[config.mk]
export PLATFORM = sky130hd
export DESIGN_NAME = program_loader
export DESIGN_NICKNAME = d
export VERILOG_FILES = /design/src/rtl/program_loader.sv
export SDC_FILE = /design/constraint.sdc
export NUM_CORES = 1
export LEC_CHECK = 0
export ABC_AREA = 1
export ABC_CLOCK_PERIOD_IN_PS = 3000
export CORE_MARGIN = 8
export CORE_UTILIZATION = 35
export CTS_CLUSTER_SIZE = 8
export DETAILED_ROUTE_END_ITERATION = 8
export PLACE_DENSITY = 0.55
export RECOVER_POWER = 25
export SLEW_MARGIN = 20
export SYNTH_ARGS = -nofsm -noshare
export SYNTH_HDL_FRONTEND = slang
export SYNTH_SLANG_ARGS = --single-unit
[constraint.sdc]
create_clock -name clk -period 3 [get_ports clk]
set_clock_uncertainty 0.05 [all_clocks]
set_input_delay 0.6 -clock clk [delete_from_list [all_inputs] [get_ports clk]]
set_output_delay 0.6 -clock clk [all_outputs]
set_load 0.01 [all_outputs]
[src/rtl/program_loader.sv]
// Byte-stream program loader: parses a framed, XOR-checksummed image into
// 16-bit words and streams them to the CPU program-download port.
module program_loader #(
  parameter int         MAX_WORDS = 1024,
  parameter logic [7:0] SYNC_BYTE = 8'hA5
) (
  input  logic        clk,
  input  logic        reset,
  input  logic        rx_valid,
  input  logic [7:0]  rx_data,
  output logic        rx_ready,
  output logic        download_program,
  output logic [31:0] instruction_index,
  output logic [15:0] program_in,
  output logic        done,
  output logic        error
);

  typedef enum logic [2:0] {
    S_IDLE, S_LEN_LO, S_LEN_HI, S_DATA_LO, S_DATA_HI, S_CHECK
  } state_t;

  localparam logic [16:0] MAX_W = 17'(MAX_WORDS);

  state_t      state_q, state_d;
  logic [15:0] len_q, len_d;
  logic [15:0] cnt_q, cnt_d;
  logic [7:0]  xor_q, xor_d;
  logic [7:0]  lo_q, lo_d;
  logic [15:0] idx_q, idx_d;
  logic [15:0] prog_q, prog_d;
  logic        dl_q, dl_d;
  logic        done_q, done_d;
  logic        err_q, err_d;
  logic        rdy_q, rdy_d;

  logic        accept;
  logic [15:0] n_word;
  logic [15:0] cnt_inc;

  assign accept  = rx_valid & rdy_q;
  assign n_word  = {rx_data, len_q[7:0]};
  assign cnt_inc = cnt_q + 16'd1;

  always_comb begin
    state_d = state_q;
    len_d   = len_q;
    cnt_d   = cnt_q;
    xor_d   = xor_q;
    lo_d    = lo_q;
    idx_d   = idx_q;
    prog_d  = prog_q;
    dl_d    = dl_q;
    done_d  = 1'b0;
    err_d   = err_q;
    rdy_d   = 1'b1;
    if (accept) begin
      case (state_q)
        S_IDLE: begin
          if (rx_data == SYNC_BYTE) begin
            err_d   = 1'b0;
            state_d = S_LEN_LO;
          end
        end
        S_LEN_LO: begin
          len_d   = {8'h00, rx_data};
          xor_d   = rx_data;
          state_d = S_LEN_HI;
        end
        S_LEN_HI: begin
          len_d = n_word;
          xor_d = xor_q ^ rx_data;
          // A rejected length leaves download_program as it was.
          if (n_word == 16'd0 || {1'b0, n_word} > MAX_W) begin
            err_d   = 1'b1;
            state_d = S_IDLE;
          end else begin
            dl_d    = 1'b1;
            cnt_d   = 16'd0;
            state_d = S_DATA_LO;
          end
        end
        S_DATA_LO: begin
          lo_d    = rx_data;
          xor_d   = xor_q ^ rx_data;
          state_d = S_DATA_HI;
        end
        S_DATA_HI: begin
          prog_d  = {rx_data, lo_q};
          idx_d   = cnt_q;
          cnt_d   = cnt_inc;
          xor_d   = xor_q ^ rx_data;
          state_d = (cnt_inc == len_q) ? S_CHECK : S_DATA_LO;
        end
        S_CHECK: begin
          // On mismatch the CPU stays halted until a good frame arrives.
          if (rx_data == xor_q) begin
            dl_d   = 1'b0;
            done_d = 1'b1;
          end else begin
            err_d  = 1'b1;
          end
          state_d = S_IDLE;
        end
        default: state_d = S_IDLE;
      endcase
    end
  end

  always_ff @(posedge clk) begin
    if (reset) begin
      state_q <= S_IDLE;
      len_q   <= '0;
      cnt_q   <= '0;
      xor_q   <= '0;
      lo_q    <= '0;
      idx_q   <= '0;
      prog_q  <= '0;
      dl_q    <= 1'b0;
      done_q  <= 1'b0;
      err_q   <= 1'b0;
      rdy_q   <= 1'b0;
    end else begin
      state_q <= state_d;
      len_q   <= len_d;
      cnt_q   <= cnt_d;
      xor_q   <= xor_d;
      lo_q    <= lo_d;
      idx_q   <= idx_d;
      prog_q  <= prog_d;
      dl_q    <= dl_d;
      done_q  <= done_d;
      err_q   <= err_d;
      rdy_q   <= rdy_d;
    end
  end

  assign rx_ready          = rdy_q;
  assign download_program  = dl_q;
  assign instruction_index = {16'h0000, idx_q};
  assign program_in        = prog_q;
  assign done              = done_q;
  assign error             = err_q;

endmodule

======== Yosys cells after proc, flatten, opt, wreduce, memory -nomap -nowiden ========
Index checks and enable logic that the tools add are counted.
operators by class
  add/subtract/negate cells ............... 1
  multipliers ............................. 0
  divide/modulo/power cells ............... 0
  order comparisons ....................... 1
  eq/ne operators ......................... 13
  shift-type cells ........................ 0
  muxes and demuxes ....................... 17
  bitwise logic cells ..................... 5
  reduce and logical (&&, ||, !) cells .... 19
operators with widths
  operator               count
  $pmux 16 s2            2
  $add 16x1->16 const B  1
  $eq 16x16->1           1
  $gt 16x11->1 const B   1
  $logic_not 16->1       1
  $mux 16                1
  $pmux 8 s2             1
  $pmux 3 s5             1
  $ne 2x2->1 const B     5
  $reduce_and 2->1       5
  $eq 8x8->1             1
  $eq 8x8->1 const B     1
  $reduce_bool 2->1      4
  $xor 8x8->8            1
  $mux 1                 7
  $eq 3x2->1 const B     2
  $eq 3x3->1 const B     2
  $mux 3                 2
  $reduce_and 3->1       2
  $reduce_or 3->1        2
  $reduce_and 5->1       1
  $reduce_and 4->1       1
  $eq 3x1->1 const B     1
  $logic_not 3->1        1
  other kinds (7)        9
word-level totals
  bits in registers ....................... 87
  latch bits .............................. 0
  RAM bits ................................ 0
  bits in read-only memories .............. 0
  bits of input ports ..................... 11
  output and inout port bits .............. 52
  word-level logic and storage cells ...... 68
  memories ................................ 0

======== Longest topological paths before layout ========
  depth after elaboration ................. 4
  depth in mapped cells ................... 15
  gate-level depth less buffers ........... 15

======== Worst setup path after synthesis ========
No wires, ideal clock.
  path kind ............................... input to register
  start ................................... input port rx_data[2]
  end ..................................... register cnt_q[0]
  library setup time ...................... 0.113 ns
  arrival time ............................ 1.742 ns
  data required time ...................... 2.837 ns
  slack ................................... 1.095 ns
  cell stages on the path ................. 11
  buffers on the path ..................... 2
  path through ............................ buf_2 > nand2_1 > nor3_1 > nand2_1 > a21oi_1 > nand3_2 > nand2_2 > nand2_4 > buf_6 > o21ai_1 > inv_1
between the ends
  longest elaborated chain between the ends .. 4
  elaborated cells between the ends (all ways) .. 5
  classes of those cells .................. order compare (1); eq/ne (1); reduce/logical (3)
ends and longest elaborated chain
  what                                              RTL line  source
  start, declared                                   10        input logic [7:0] rx_data,
  $gt 16x11->1 or $logic_not 16->1 (tied branches)  74        if (n_word == 16'd0 || {1'b0, n_word} > MAX_W) begin
  $logic_or 1x1->1 *                                74
  $ne 2x2->1 (no source line) *                     -
  $reduce_and 3->1 (no source line) *               -
  end signal, assigned                              126       cnt_q <= cnt_d;
  end, declared                                     27        logic [15:0] cnt_q, cnt_d;
Mark *: on every way between the ends. The rest lies on a longest branch, timed or not.
A chain may end at the register's enable or synchronous reset.

======== Worst setup path after layout ========
  start ................................... input port rx_data[3]
  end ..................................... register cnt_q[15]
The elaborated chain is that of the path after synthesis.

==> summary.md <==
| Metric | Value |
|---|---|
| Largest net degree at the start of global routing | `46` |
| CTS Buf Count | `9` |
| Sequential cell area | `0.00174 mm²` |
| Cell Rows | `41` |
| Initial DRT Pass Iterations | `4` |
| Root Buffer Master | `clkbuf_16` |
| Endpoints failing setup | `0` |
| Primary FF master, synth | `dfxtp_1` |
| Period utilisation layout | `0.764` |
| Synth area leaders | `dfxtp_1 (40%), nand2_1 (10%), a21oi_1 (6.7%)` |
| Utilization after layout | `0.423` |
| Total setup buffers inserted after CTS | `0` |
| Achievable frequency | `437 MHz` |
| Top cell type's share of synthesized area | `0.397` |
| Multi-input gate area | `0.00225 mm²` |
| Die Wd | `128 µm` |
| Critical path type | `primary input to flip-flop` |
| Fillers | `1,326` |
| # port buffers | `46` |
| TNS Setup | `0 ns` |
| Actual slew at the worst max-slew pin | `0.550 ns` |
| Hold_buf cts | `0` |
| Initial antenna violation count | `0` |
| First-pass GRT wire length | `19.8 mm` |
| CP Data Arrival Time | `2.46 ns` |
| RePlAce Congestion | `0.907` |
| CP Data Required Time | `3.17 ns` |
| Layout area overhead | `19.7%` |
| Initial Util | `0.354` |
| GRT overflow | `0` |
| Worst rel slew slack | `0.632` |
| Worst-Skew Late Latency | `0.35 ns` |
| Post-synth top area cell | `dfxtp_1` |
| # IOs | `63` |
| Clock buffer depth | `2` |
| Commonest cells post-synth | `nand2_1 (121), dfxtp_1 (87), nor2_1 (70)` |
| Die Y-Extent | `128 µm` |
| PD cells | `457 mW/mm²` |
| Syn avg cell area | `7.10 µm²` |
| Total GRT Usage | `0.154` |
| Worst Hold Depth | `2` |
| Worst reg2reg path depth | `13` |
| Status | `complete, no violations` |
| Synthesized flop and latch total | `87` |
| YS warnings | `0` |
| Pins Over Slew Limit | `0` |
| Endpoint class of the critical path | `flip-flop` |
| Clk sinks | `87` |
| Drt via density | `4.87` |
| Post_cts resized | `0` |
| Static leakage | `0.00212 µW` |
| Post-synth EDFFs | `0` |
| DRT Wirelength | `12.2 mm` |
| Maximum VDD drop | `0.249 mV` |
| Hold Crit Class | `flip-flop to flip-flop` |
| Routed Antenna Nets | `0` |
| Vias | `4,047` |
| Hpwl dp | `8.70 mm` |
| CP Launch Type | `primary input` |
| H-tree depth | `3` |
| Ys async rst share | `0` |
| Number of global-route vias before repair | `3,940` |
| Dominant cell by count in the synthesized netlist | `nand2_1` |
| RSZ-0062 raised after global routing | `false` |
| Post-Syn Instances | `618` |
| Post-Syn Area | `0.00439 mm²` |
| # DRC | `0` |
| CTS tree | `done` |
| Final Hold Fails | `0` |
| Starting DRC count in detailed routing | `258` |
| Max-Cap Viols | `0` |
| Synth cell types | `38` |
| Fin crit period | `2.29 ns` |
| Seq/Total Area, Yosys | `0.397` |
| Drt wl/cell | `14.6 µm` |
| Diodes inserted | `0` |
| Core footprint | `0.0124 mm²` |
| Critical path fanouts, max | `16` |
| Layout cells sized above 1 | `0.102` |
| Die ar. | `0.0164 mm²` |
| Reg clk slew, reported paths | `0.07 ns` |
| NumNets Final | `666` |
cells in the final DEF, fill, tap and decap left out, types with 5 or more instances in the layout:
cell | Yosys | routed
xnor2_1 | 10 | 10
clkbuf_16 | 0 | 9
nor3_1 | 7 | 7
nor2_4 | 5 | 5
a21oi_1 | 59 | 59
dlygate4sd3_1 | 0 | 21
clkdlybuf4s50_1 | 0 | 25
a22oi_1 | 7 | 7
nand4_1 | 15 | 15
nor3b_1 | 5 | 5
nand3_1 | 33 | 33
nand2_2 | 8 | 8
conb_1 | 1 | 16
a211oi_1 | 8 | 8
o21ai_0 | 46 | 46
nor2_1 | 70 | 70
inv_1 | 47 | 47
buf_4 | 16 | 7
dfxtp_1 | 87 | 87
inv_2 | 8 | 8
nor2_2 | 7 | 7
nand2_1 | 121 | 121
report_power, final:
part / internal [µW] / leakage [µW] / total [µW] / switching (µW)
logic: 27.3 / 0.00127 / 87.3 / 59.9
registers: 1160 / 0.000701 / 1160 / 0.908
clock network: 654 / 0.000143 / 1160 / 505
layout make-up:
type / instances / area share
multi-input combinational: 446 / 0.428
sequential: 87 / 0.331
timing repair buffer: 54 / 0.101
clock buffer: 9 / 0.0429
tap: 172 / 0.0410
inverter: 56 / 0.0402
clock inverter: 7 / 0.0152
per-stage QoR:
step / worst slack, ns / hold slack (ns) / total power (µW) / cell area (µm²) / instances
after floorplan: 1.09 / 0.399 / 1250 / 4450 / 633
after global placement: 0.434 / 0.423 / 1270 / 4950 / 815
after detailed placement: 0.354 / 0.414 / 1270 / 4950 / 815
after CTS: 0.718 / 0.434 / 2430 / 5260 / 831
after global routing: 0.387 / 0.452 / 2480 / 5260 / 831
final: 0.709 / 0.438 / 2400 / 5260 / 831
registers in the layout, summed over array words and instances (netlist names), 3 cells and up:
| signal | count |
|---|---|
| cnt_q | 16 |
| idx_q | 16 |
| len_q | 16 |
| program_in | 16 |
| lo_q | 8 |
| xor_q | 8 |
| state_q | 3 |
critical path: stages:
cell	delay, ns
clkdlybuf4s50_1	0.55
inv_2	0.15
nand2_1	0.07
nor3_1	0.13
nand2_1	0.08
a21oi_1	0.21
nand3_2	0.14
nand2_2	0.13
nand2_4	0.15
a32oi_1	0.20
nor2_1	0.05
per-layer routing:
layer  routed length, µm  vias to the layer above  part of all wire  track usage
li1                    -                     2074                 -            -
met1                5510                     1857              0.45        0.187
met2                5600                       98              0.46        0.251
met3                 800                       18             0.066       0.0462
met4                 257                        0             0.021       0.0587
met5                   0                        -                 0            0
cell families after synthesis:
kind of cell / Yosys count / synth area share
other cells: 1 / 0.000854
flops: 87 / 0.397
fa+ha+maj: 1 / 0.00285
simple gates: 286 / 0.305
xor+xnor: 14 / 0.0314
buf+inv: 100 / 0.104
compound gates: 129 / 0.160
path summary, 6_finish.rpt:
path	slack, ns	startpoint	end
worst min register to register	0.44	len_q[10]	len_q[10]
worst max-delay path	0.71	rx_data[3]	cnt_q[15]
worst max register to register	0.83	cnt_q[2]	state_q[1]
worst min-delay path	0.44	len_q[10]	len_q[10]
No activity file was read; power rests on OpenSTA's default activity.
